--- src/rtl/seq_detector_param.sv ---
// Parametrised Mealy serial-pattern detector with KMP fallback, overlap mode and saturating match counter.
// seq_detected is combinational (zero latency); seq_detected_q and match_count follow one cycle later.
module seq_detector_param #(
  parameter int                     PATTERN_LEN = 5,
  parameter logic [PATTERN_LEN-1:0] PATTERN     = 5'b10101,
  parameter int                     COUNT_W     = 8
) (
  input  logic                           clk,
  input  logic                           reset,
  input  logic                           din,
  input  logic                           din_valid,
  input  logic                           overlap,
  input  logic                           count_clr,
  output logic                           seq_detected,
  output logic                           seq_detected_q,
  output logic [$clog2(PATTERN_LEN+1)-1:0] match_len,
  output logic [COUNT_W-1:0]             match_count
);

  localparam int SW = $clog2(PATTERN_LEN+1);

  generate
    if (PATTERN_LEN < 2 || PATTERN_LEN > 16) begin : g_bad_len
      $error("seq_detector_param: PATTERN_LEN must be within 2..16");
    end
  endgenerate

  // Bit i of the pattern in arrival order (i = 0 is received first).
  function automatic logic pbit(input int i);
    return PATTERN[PATTERN_LEN-1-i];
  endfunction

  // Mismatch target per state: longest pattern prefix that ends the matched bits plus the complement of E.
  function automatic logic [16*5-1:0] calc_fail();
    logic [16*5-1:0] tbl;
    int              best;
    int              j;
    logic            ok;
    logic            tbit;
    tbl = '0;
    for (int s = 0; s < PATTERN_LEN; s++) begin
      best = 0;
      for (int k = 1; k <= s; k++) begin
        ok = 1'b1;
        for (int i = 0; i < k; i++) begin
          j    = s + 1 - k + i;
          tbit = (j == s) ? ~pbit(s) : pbit(j);
          if (tbit != pbit(i)) ok = 1'b0;
        end
        if (ok) best = k;
      end
      tbl[s*5 +: 5] = 5'(best);
    end
    return tbl;
  endfunction

  function automatic int calc_border();
    int   best;
    logic ok;
    best = 0;
    for (int k = 1; k < PATTERN_LEN; k++) begin
      ok = 1'b1;
      for (int i = 0; i < k; i++) begin
        if (pbit(i) != pbit(PATTERN_LEN - k + i)) ok = 1'b0;
      end
      if (ok) best = k;
    end
    return best;
  endfunction

  localparam logic [16*5-1:0] FAIL_TBL = calc_fail();
  localparam logic [SW-1:0]   BORDER_S = SW'(calc_border());
  localparam logic [SW-1:0]   LAST_S   = SW'(PATTERN_LEN-1);

  logic [SW-1:0]      s_q, s_d;
  logic               det_q;
  logic [COUNT_W-1:0] cnt_q, cnt_d;
  logic               e_bit;
  logic               hit;
  logic               last;
  logic               det;

  assign e_bit = PATTERN[LAST_S - s_q];
  assign hit   = (din == e_bit);
  assign last  = (s_q == LAST_S);
  assign det   = din_valid & ~reset & last & hit;

  always_comb begin
    s_d = s_q;
    if (din_valid) begin
      if (hit) begin
        if (last) s_d = overlap ? BORDER_S : '0;
        else      s_d = s_q + 1'b1;
      end else begin
        s_d = FAIL_TBL[int'(s_q)*5 +: SW];
      end
    end
  end

  // A clear coinciding with a detection still records that detection.
  always_comb begin
    cnt_d = cnt_q;
    if (det) begin
      if (count_clr)       cnt_d = COUNT_W'(1);
      else if (cnt_q != '1) cnt_d = cnt_q + 1'b1;
    end else if (count_clr) begin
      cnt_d = '0;
    end
  end

  always_ff @(posedge clk) begin
    if (reset) begin
      s_q   <= '0;
      det_q <= 1'b0;
      cnt_q <= '0;
    end else begin
      s_q   <= s_d;
      det_q <= det;
      cnt_q <= cnt_d;
    end
  end

  assign seq_detected   = det;
  assign seq_detected_q = det_q;
  assign match_len      = s_q;
  assign match_count    = cnt_q;

endmodule
--- config.mk ---
export PLATFORM = sky130hd
export DESIGN_NAME = seq_detector_param
export DESIGN_NICKNAME = d
export VERILOG_FILES = /design/src/rtl/seq_detector_param.sv
export SDC_FILE = /design/constraint.sdc
export NUM_CORES = 1
export LEC_CHECK = 0
export CORE_MARGIN = 2
export CORE_UTILIZATION = 45
export CTS_CLUSTER_DIAMETER = 120
export DETAILED_ROUTE_END_ITERATION = 7
export GPL_TIMING_DRIVEN = 1
export PLACE_DENSITY_LB_ADDON = 0.15
export SLEW_MARGIN = 15
export SYNTH_ARGS = -nofsm -noshare
export SYNTH_HDL_FRONTEND = slang
export SYNTH_SLANG_ARGS = --single-unit
--- constraint.sdc ---
create_clock -name clk -period 1.8 [get_ports clk]
set_clock_uncertainty 0.1 [all_clocks]
set_input_delay 0.27 -clock clk [delete_from_list [all_inputs] [get_ports clk]]
set_output_delay 0.27 -clock clk [all_outputs]
set_load 0.05 [all_outputs]
Word-level counts from Yosys, hierarchy flattened --
Memories as Yosys holds them, arrays and structs flattened. Index checks and enable logic that the tools add are counted.
Storage, ports and cells: output and inout port bits 13, bits in read-only memories 8, memories 1, input port bits 6, register bits 12
Operators by class: magnitude comparators 1, equality and inequality tests 3, mux-type cells 8, $mul 1, add/sub/neg operators 3, bitwise gates (word level) 4, reductions and logical operators 3, shifts and indexed selects 1
Memory list:
- (name not given) | depth 8, bits a word 1, rd ports 1, clocked after memory_dff 0, write ports 0, line 83 | assign e_bit = PATTERN[LAST_S - s_q];
Operators by type and width (number):
- 80-bit by 7-bit variable part select with 3-bit output, first input constant | 1
- 8-bit 2-to-1 mux | 4
- 8-bit by 1-bit adder with 8-bit output, second input constant | 1
- 8-bit inequality test, second input constant | 1
- 3-bit by 3-bit multiplier with 6-bit output, second input constant | 1
- 3-bit 2-to-1 mux | 2
- 3-bit by 4-bit < comparator with 1-bit output, second input constant | 1
- 2-bit nonzero test | 2
- 3-bit by 1-bit adder with 3-bit output, second input constant | 1
- 1-bit bitwise AND | 3
- 3-bit equality test, second input constant | 1
- 3-bit subtractor, first input constant | 1
- 2-bit 2-to-1 mux | 1
- 2-bit AND reduction | 1
- 1-bit equality test | 1
- 1-bit 2-to-1 mux | 1
- 1-bit NOT | 1

Logic depth before layout (Yosys ltp) --
Gate-level depths: netlist (run 1).
word-level depth 7, gate-level depth with buffers 5, gate-level depth less buffers 5

Worst setup path after synthesis (run 1) --
No wires, ideal clock.
path kind register to output, from register s_q[2], in the netlist match_len[2], to output port seq_detected, buffers on the path 0, slack -0.240 ns, arrival 1.670 ns, stages on the path, launching flop included 3, data required time 1.430 ns, cell sequence dfxtp_1 > nand4b_4 > nor2_1
Between the ends: word-level cells in the longest chain between the ends 5, elaborated cells between the ends (all ways) 7, classes of those cells add/sub: 1; eq/ne: 2; mux: 1; bitwise: 2; memory: 1
RTL lines:
- start, declared | line 75 | logic [SW-1:0] s_q, s_d;
- start signal, assigned | line 113 | s_q <= '0;
- start signal, assigned | line 117 | s_q <= s_d;
- 3-bit subtractor | line 83
- memory 8 x 1 bit
- 1-bit 2-to-1 mux (implied by the code) | line 83
- 1-bit equality test | line 84 | assign hit = (din == e_bit);
- 1-bit bitwise AND * | line 86 | assign det = din_valid & ~reset & last & hit;
- end, declared | line 14 | output logic seq_detected,
Mark *: on every way between the ends. The rest lies on a longest branch, timed or not. The select of a mux whose other input is x is not followed.

Final worst setup path (run 1) --
from input port din_valid, to output port seq_detected
Between the ends: word-level cells in the longest chain between the ends 3
RTL lines:
- start, declared | line 11 | input logic din_valid,
- 1-bit bitwise AND (3 in a row) | line 86
Every way passes these cells.

==> metrics.txt, run 1 <==
WS Path Type=in2out; Max stage delay on crit path=~570 ps; layout cells sized above 1=0.362; syn avg cell area=between 8 and 9 µm²; CTS Buffer Depth=2; DRC=0; synth top area cells=dfxtp_1 32%, ha_1 5.0%, nand2_1 5.0%, mux2i_1 4.0%, and4bb_2 3.3%; DR WL/cell=approximately 14 µm; ant diodes=0; Die Width=roughly 45 µm; Die ar.=between 0.002 and 0.0025 mm²; Final Util=0.691; GRT met1 Usage=0.239; Synthesis Warnings=0; pin count of the biggest net entering global routing=10; Netlist cell types=39; crit-path cells=clkdlybuf4s50_1, nand4b_4, nor2_4, buf_12; port bufs=18; GRT Total Usage=0.210; Worst Hold End=match_count[1]; # IOs=19; via count of the first global-routing pass=approximately 650; Die H=44.9 µm; fillcell total=between 100 and 150; leakage power=around 0.48 nW; clk_lat worst skew=about 280 ps; clk slew on worst S/H paths=about 80 ps; Final Critical Period=1730 ps; worst r2r dst=match_count[1]; leading area contributor after synthesis=dfxtp_1; CTS sink cnt=12; GR Overflow Total=0; nets=126; DR iter-0 viols=17; core area=approximately 0.0015 mm²; Post-Syn Area=about 750 µm²; FP Rows=14; Slew HR=0.793; MaxCap Viol Count=0; cell area after layout=approximately 0.0011 mm²; RSZ-0062 raised after global routing=false; FF-to-FF path depth=5; worst hold path type=reg2reg; Hold Path Depth=2; number of synthesized flops with an enable pin=0; first-pass GRT wire length=about 2900 µm; initial core utilization=0.489; Total Wirelength=between 1500 and 2000 µm; number of iterations in the first detailed-routing pass=4; Worst EP required=1430 ps; Crit Reg-Reg Startpoint=match_count[1]; via count=roughly 760; synthesized instance count=85; VDD IR max=between 300 and 400 µV; TritonCTS Buffers=3; Slowest-stage cell, CP=clkdlybuf4s50_1; final setup vio count=0; Setup crit end kind=output pin; Multi-input gate area=502 µm²; Setup Fix Bufs, Post-CTS=0; Max Freq=a little under 0.6 GHz; Most Crowded Layer GR=met2; Max H-tree Level=1; register area share after synthesis=0.318; Fin Setup TNS=0 ps; Layout area overhead=41.1%; Overall Power=0.584 mW; Final period util=0.961; register area=around 240 µm²; Tightest Pin Transition=~310 ps; initial antenna violation count=0; most common cell in the netlist=dfxtp_1; ys flop type=dfxtp_1; #FFs+latches synth=12; clock root buffer=clkbuf_4; hpwl dp=~1300 µm; status=finished clean; Commonest cells post-synth=12 x dfxtp_1, 10 x nand2_1, 6 x inv_1, 6 x nor2_1; Synth top area share=0.318; Final Slew Violations=0; Pwr Density=between 500 and 600 mW/mm²; crit start category=primary input; syn nets=94; met3 usage=0.0560; Final ANT Viol Nets=0; hold_sp=match_count[1]; post-DR vias/cell=between 5 and 6; CTS tree=built; Final Hold Fails=0; Post-DP Area=~0.001 mm²; ys async rst share=0; Placer Congestion=about 0.84; CP Data Arrival Time=between 1000 and 1500 ps; CP max FO=8; worst reg-to-reg setup slack=around 150 ps; M2 GR Usage=0.354
-- stage by stage --
step	std cells	setup WS (ps)	hold WS (ps)
finish	132	69.4	409
global route	132	21.3	431
CTS	132	5.65	415
detailed placement	128	-26.5	404
global placement	128	27.3	391
floorplan	85	-4.18	232
-- layout make-up --
type / instances / area share
sequential: 12 / 0.227
inverter: 6 / 0.0212
multi-input combinational: 65 / 0.471
tap: 16 / 0.0188
clock buffer: 4 / 0.0341
timing repair buffer: 29 / 0.228
-- critical path: cells and delay by family --
family	cells	cell delay, ps
buffers and inverters	2	720
AND/OR/NAND/NOR	2	370
-- kinds of logic after synthesis --
logic type	synth area share
xor gates and xnor gates	0.0116
DFF	0.318
adders and majority gates	0.0498
AOI/OAI and AO/OA	0.161
buffers and inverters	0.0431
and+or+nand+nor	0.362
muxes	0.0547
-- power by group --
part | switching [mW] | internal, mW
registers | 0.00255 | 0.268
logic | 0.0457 | 0.0445
clock network | 0.100 | 0.123
total | 0.148 | 0.436
-- layer usage --
metal	vias up	share of wire	routed length (µm)
met5	-	0	0
met4	0	0.024	43
met3	5	0.044	80
met2	20	0.49	876
met1	350	0.44	799
li1	386	-	-
-- repair_timing --
action                                  4_1_cts  5_1_grt
pin swaps                                     0        1
endpoints found under the setup margin        1        2
hold buffers                                  0        0
gates resized for setup                       1        2
-- worst max-delay path by stage --
| stage | from | endpoint | slack, ps | cells after the start |
|---|---|---|---|---|
| floorplan | match_len[2] | seq_detected | -4 | 2 |
| global placement | din_valid | match_count[1] | 30 | 5 |
| global route | match_len[2] | seq_detected | 20 | 3 |
| detailed placement | din_valid | match_count[3] | -30 | 4 |
| finish | din_valid | seq_detected | 70 | 4 |
| CTS | match_len[1] | seq_detected | 6 | 5 |
-- registers in the layout, summed over array words and instances, names as in the netlist --
| register | flops |
|---|---|
| match_count | 8 |
| match_len | 3 |
| seq_detected_q | 1 |
-- placed cells by master (no fill, tap or decap), types with 2 or more instances in the layout --
cell	synthesis	final
buf_4	0	23
dfxtp_1	12	11
nand2_1	10	10
inv_1	6	6
nor2_1	6	5
clkdlybuf4s50_1	0	5
nand4_1	4	4
a21oi_1	4	4
o21ai_0	3	3
mux2i_1	3	3
clkbuf_4	0	3
o2bb2ai_1	2	2
nand3_1	2	2
and3b_1	2	2
and4bb_2	2	2
ha_1	3	2
Power figures use the tool's default switching activity.
==> run 2, diff against run 1 <==
--- a/config.mk
+++ b/config.mk
@@ -8,6 +8,7 @@
 export CORE_MARGIN = 2
 export CORE_UTILIZATION = 45
 export CTS_CLUSTER_DIAMETER = 120
+export CTS_CLUSTER_SIZE = 10
 export DETAILED_ROUTE_END_ITERATION = 7
 export GPL_TIMING_DRIVEN = 1
 export PLACE_DENSITY_LB_ADDON = 0.15
==> constraint.sdc (replaced) <==
create_clock -name clk -period 1.7 [get_ports clk]
set_clock_uncertainty 0.1 [all_clocks]
set_input_delay 0.255 -clock clk [delete_from_list [all_inputs] [get_ports clk]]
set_output_delay 0.255 -clock clk [all_outputs]
set_load 0.05 [all_outputs]
==> metrics.txt, run 2 (synthesized netlist as in run 1, its figures left out) <==
fillcell total=121 (-7.6%); Die H=44.9 µm (unchanged); # hold bufs at CTS=0 (unchanged); post-DR vias/cell=5.70 (-1.1%); DR WL/cell=13.5 µm (-1.2%); CP top delay family=flip-flops; FP Rows=14 (unchanged); Max Freq=about 0.61 GHz; register area=246 µm² (+2.1%); CTS Buffer Depth=2 (unchanged); TritonCTS Buffers=3 (unchanged); Largest register FFs=8 (unchanged); Die Width=44.9 µm (unchanged); number of iterations in the first detailed-routing pass=4 (unchanged); Tightest Pin Transition=349 ps (+39.4 ps); GRT Total Usage=0.206 (-0.00345); initial antenna violation count=0 (unchanged); CP max FO=6 (-2); Final period util=0.959; worst hold path type=in2reg; final setup vio count=0 (unchanged); port bufs=18 (unchanged); clk slew on worst S/H paths=80 ps (about the same); Max stage delay on crit path=340 ps (-230 ps); MaxCap Viol Count=0 (unchanged); WS Path Type=reg2out; via count of the first global-routing pass=712 (+9.4%); Placer Congestion=0.857 (+1.8%); most frequent cells in the layout=21 x buf_4, 10 x nand2_1, 7 x dfxtp_1; Max H-tree Level=1 (unchanged); # IOs=19 (unchanged); Die ar.=0.00202 mm² (unchanged); Buf/Inv on CP=3 (+1); DRC=0 (unchanged); Final Hold Fails=0 (unchanged); CP Data Arrival Time=1280 ps (-80 ps); clk_lat worst skew=280 ps (about the same); post-place setup slack=-90.3 ps (-63.8 ps); Layout area overhead=48.1%; Total Wirelength=1790 µm (-0.50%); Multi-input gate area=502 µm² (unchanged); Final Util=0.725 (+0.0341); CTS tree=built; nets=127 (+0.79%); pin count of the biggest net entering global routing=10 (unchanged); crit-path cells=inv_1, ha_4, inv_1, nor2_4, buf_12; critical path's most frequent cell=inv_1; VDD IR max=384 µV (+8.6%); Slew HR=0.767 (-0.0263); leakage power=0.500 nW (+5.0%); crit start category=register; fin cells=133 (+0.76%); core area=0.00154 mm² (unchanged); Final Critical Period=between 1500 and 2000 ps; hpwl dp=1350 µm (+0.27%); Slowest-stage cell, CP=dfxtp_2; GR Overflow Total=0 (unchanged); Post-DP Area=0.00105 mm² (+4.2%); Final ANT Viol Nets=0 (unchanged); DR iter-0 viols=8 (-9); CTS sink cnt=12 (unchanged); commonest non-fill, non-tap cell in the layout=buf_4; clock root buffer=clkbuf_4; Final Slew Violations=0 (unchanged); RSZ-0062 raised after global routing=false; layout cells sized above 1=0.402 (+0.0396); first-pass GRT wire length=3010 µm (+2.1%); Setup crit end kind=output pin; status=finished clean; Worst EP required=1340 ps (-90 ps); via count=758 (-0.39%); cell area after layout=0.00112 mm² (+4.9%); Placed Cells=128 (unchanged); ant diodes=0 (unchanged); initial core utilization=0.489 (unchanged); final setup margin=69.1 ps (-0.364 ps); Pwr Density=555 mW/mm² (+1.2%)
run 2: cell count changes in the layout (fill, tap and decap cells not counted):
| cell | previous run | this run |
|---|---|---|
| dfxtp_1 | 11 | 7 |
| dfxtp_2 | 1 | 5 |
| buf_12 | 1 | 4 |
| buf_4 | 23 | 21 |
| clkdlybuf4s50_1 | 5 | 4 |
| dlymetal6s2s_1 | 0 | 1 |
run 2: worst min-delay path, cell delays in order:
cell            delay, ps
dlymetal6s2s_1        180
buf_4                 150
a311oi_1               60
run 2: per-stage QoR:
step | TNS (ps) | power, mW | hold WS, ps
detailed placement | -214 | 0.386 | 383
CTS | 0 | 0.620 | 394
floorplan | 0 | 0.343 | 217
global route | 0 | 0.645 | 341
finish | 0 | 0.621 | 295
global placement | -114 | 0.385 | 371
run 2: layout make-up:
cell class                 count  share of cell area
inverter                       6              0.0202
tap                           16              0.0179
clock buffer                   4              0.0325
sequential                    12               0.221
multi-input combinational     65               0.449
timing repair buffer          30               0.260
run 2: metal layers:
layer,GRT usage,wire length [µm],part of all wire,vias up
met2,0.354,900,0.50,14
met4,0.0882,39,0.022,0
met1,0.251,774,0.43,350
met5,0,0,0,-
li1,-,-,-,389
met3,0.0360,76,0.042,5
run 2: timing repair:
| item | CTS | global route |
|---|---|---|
| setup buffers | 0 | 1 |
| pin swaps | 0 | 0 |
| resized for setup | 2 | 2 |
| endpoints found under the setup margin | 1 | 1 |
run 2: path summary, 6_finish.rpt:
check,startpoint,endpoint,slack [ps],depth (start not counted)
setup / recovery,match_len[1],seq_detected,70,5
hold / removal,din_valid,match_len[1],300,3
hold reg to reg,match_count[1],match_count[1],390,2
setup reg to reg,match_count[1],match_count[3],120,4
run 2: power breakdown:
group / switching, mW / total [mW] / internal [mW]
sequential: 0.00267 / 0.287 / 0.284
clock: 0.104 / 0.235 / 0.131
combinational: 0.0493 / 0.0988 / 0.0495
==> run 3, diff against run 2 <==
--- a/config.mk
+++ b/config.mk
@@ -5,9 +5,8 @@
 export SDC_FILE = /design/constraint.sdc
 export NUM_CORES = 1
 export LEC_CHECK = 0
-export CORE_MARGIN = 2
 export CORE_UTILIZATION = 45
-export CTS_CLUSTER_DIAMETER = 120
+export CTS_CLUSTER_DIAMETER = 60
 export CTS_CLUSTER_SIZE = 10
 export DETAILED_ROUTE_END_ITERATION = 7
 export GPL_TIMING_DRIVEN = 1
==> metrics.txt, run 3 (synthesized netlist as in run 1, its figures left out) <==
fillcell total=138 (+14%); CTS sink cnt=12 (unchanged); Clk pwr share=0.383 (+0.005); layout cells sized above 1=0.405 (+0.00346); # IOs=19 (unchanged); Post-DP Area=0.00105 mm² (unchanged); hpwl dp=1400 µm (+3.6%); most frequent cells in the layout=20 x buf_4, 10 x nand2_1, 7 x dfxtp_1; RSZ-0062 raised after global routing=true; leakage power=0.491 nW (-1.6%); # hold bufs at CTS=0 (unchanged); Final period util=0.978 (+0.0185); Pint=0.461 mW (-0.67%); sw frac=0.256 (+0.00407); CP Data Arrival Time=1310 ps (+30 ps); worst reg-to-reg setup slack=110 ps (about the same); ant diodes=0 (unchanged); number of iterations in the first detailed-routing pass=4 (unchanged); FP Rows=14 (unchanged); commonest non-fill, non-tap cell in the layout=buf_4; hold_sp=din_valid; Final Slew Violations=0 (unchanged); pin count of the biggest net entering global routing=10 (unchanged); port bufs=18 (unchanged); Crit Reg-Reg Startpoint=match_count[0]; Placer Congestion=0.865 (+0.99%); Multi-input gate area=497 µm² (-1.0%); VDD IR max=497 µV (+29%); Layout area overhead=46.4%; Final Critical Period=1660 ps (+31.4 ps); Max Freq=0.602 GHz (-1.9%); Setup crit end kind=output pin; GRT Total Usage=0.227 (+0.0205); DRC=0 (unchanged); clk slew on worst S/H paths=80 ps (about the same); first-pass GRT wire length=3130 µm (+3.9%); Die ar.=0.00184 mm² (-8.7%); Final Util=0.717 (-0.00812); TritonCTS Buffers=3 (unchanged); sequential power share=0.463 (about the same); Max H-tree Level=1 (unchanged); DR WL/cell=14.0 µm (+4.0%); DR iter-0 viols=20 (+12); final setup vio count=0 (unchanged); Die H=42.9 µm (-4.4%); CTS tree=built; CTS Buffer Depth=2 (unchanged); clk_lat worst skew=290 ps (about the same); Hold Path Depth=3 (unchanged); via count=757 (-0.13%); initial antenna violation count=0 (unchanged); clock root buffer=clkbuf_4; Final ANT Viol Nets=0 (unchanged); via count of the first global-routing pass=715 (+0.42%); Comb power frac=0.154 (-0.005); Pwr Density=561 mW/mm² (+1.0%); fin cells=132 (-0.75%); Placed Cells=128 (unchanged); Largest register FFs=8 (unchanged); Worst Hold End=match_len[1]; worst r2r dst=match_count[3]; status=finished clean; GR Overflow Total=0 (unchanged); post-DR vias/cell=5.73 (+0.62%); FF-to-FF path depth=4 (unchanged); register area=246 µm² (unchanged); CP max FO=6 (unchanged); crit start category=primary input; WS Path Type=in2out; initial core utilization=0.489 (unchanged); Net Sw Power=0.159 mW (+1.5%); core area=0.00154 mm² (unchanged); Final Hold Fails=0 (unchanged); worst hold path type=in2reg; Die Width=42.9 µm (-4.4%); MaxCap Viol Count=0 (unchanged); Worst EP required=1340 ps (about the same); Slew HR=0.748 (-0.0189); Total Wirelength=1850 µm (+3.2%); nets=126 (-0.79%); Overall Power=0.620 mW (-0.12%); cell area after layout=0.00110 mm² (-1.1%); Tightest Pin Transition=378 ps (+28.4 ps)
-- run 3: area by class of cell --
cell class                      instances  area share
Inverter                                6      0.0204
Sequential cell                        12       0.223
Timing Repair Buffer                   29       0.256
Tap cell                               16      0.0181
Multi-Input combinational cell         65       0.450
Clock buffer                            4      0.0328
-- run 3: how the worst max path moves through the flow --
stage | startpoint | to | cells after the start
floorplan | match_count[2] | match_count[5] | 3
global placement | din_valid | match_count[1] | 5
detailed placement | din_valid | match_count[3] | 4
CTS | match_len[1] | seq_detected | 5
global route | reset | seq_detected | 4
finish | reset | seq_detected | 4
-- run 3: power by group through the flow --
stage,sequential [mW],clock (mW),combinational (mW)
6_report,0.287,0.237,0.0954
5_1_grt,0.288,0.252,0.105
4_1_cts,0.287,0.244,0.0949
3_5_place_dp,0.294,0,0.0936
3_3_place_gp,0.294,0,0.0911
2_1_floorplan,0.305,0,0.0382
-- run 3: worst max-delay path, stage by stage --
cell	delay, ps
clkdlybuf4s50_1	470
nand4b_4	270
nor2_4	170
buf_12	150
-- run 3: per-layer routing --
layer,global-route usage,vias up,wire [µm],part of all wire
met5,0,-,0,0
li1,-,383,-,-
met4,0.109,0,38,0.021
met3,0.0383,5,98,0.053
met2,0.409,23,909,0.49
met1,0.254,346,801,0.43
-- run 3: stage by stage --
step                TNS [ps]  hold WS (ps)  worst slack, ps
CTS                        0           405             23.0
global route           -8.71           327            -8.71
detailed placement      -205           393            -62.4
finish                     0           297             37.7
floorplan                  0           217             28.2
global placement        -141           372            -51.0
-- run 3: repair_timing --
action	CTS	global route
endpoints found under the setup margin	1	2
endpoints found under the hold margin	0	0
buffers inserted	0	0
pin swaps	0	0
resized for setup	1	3
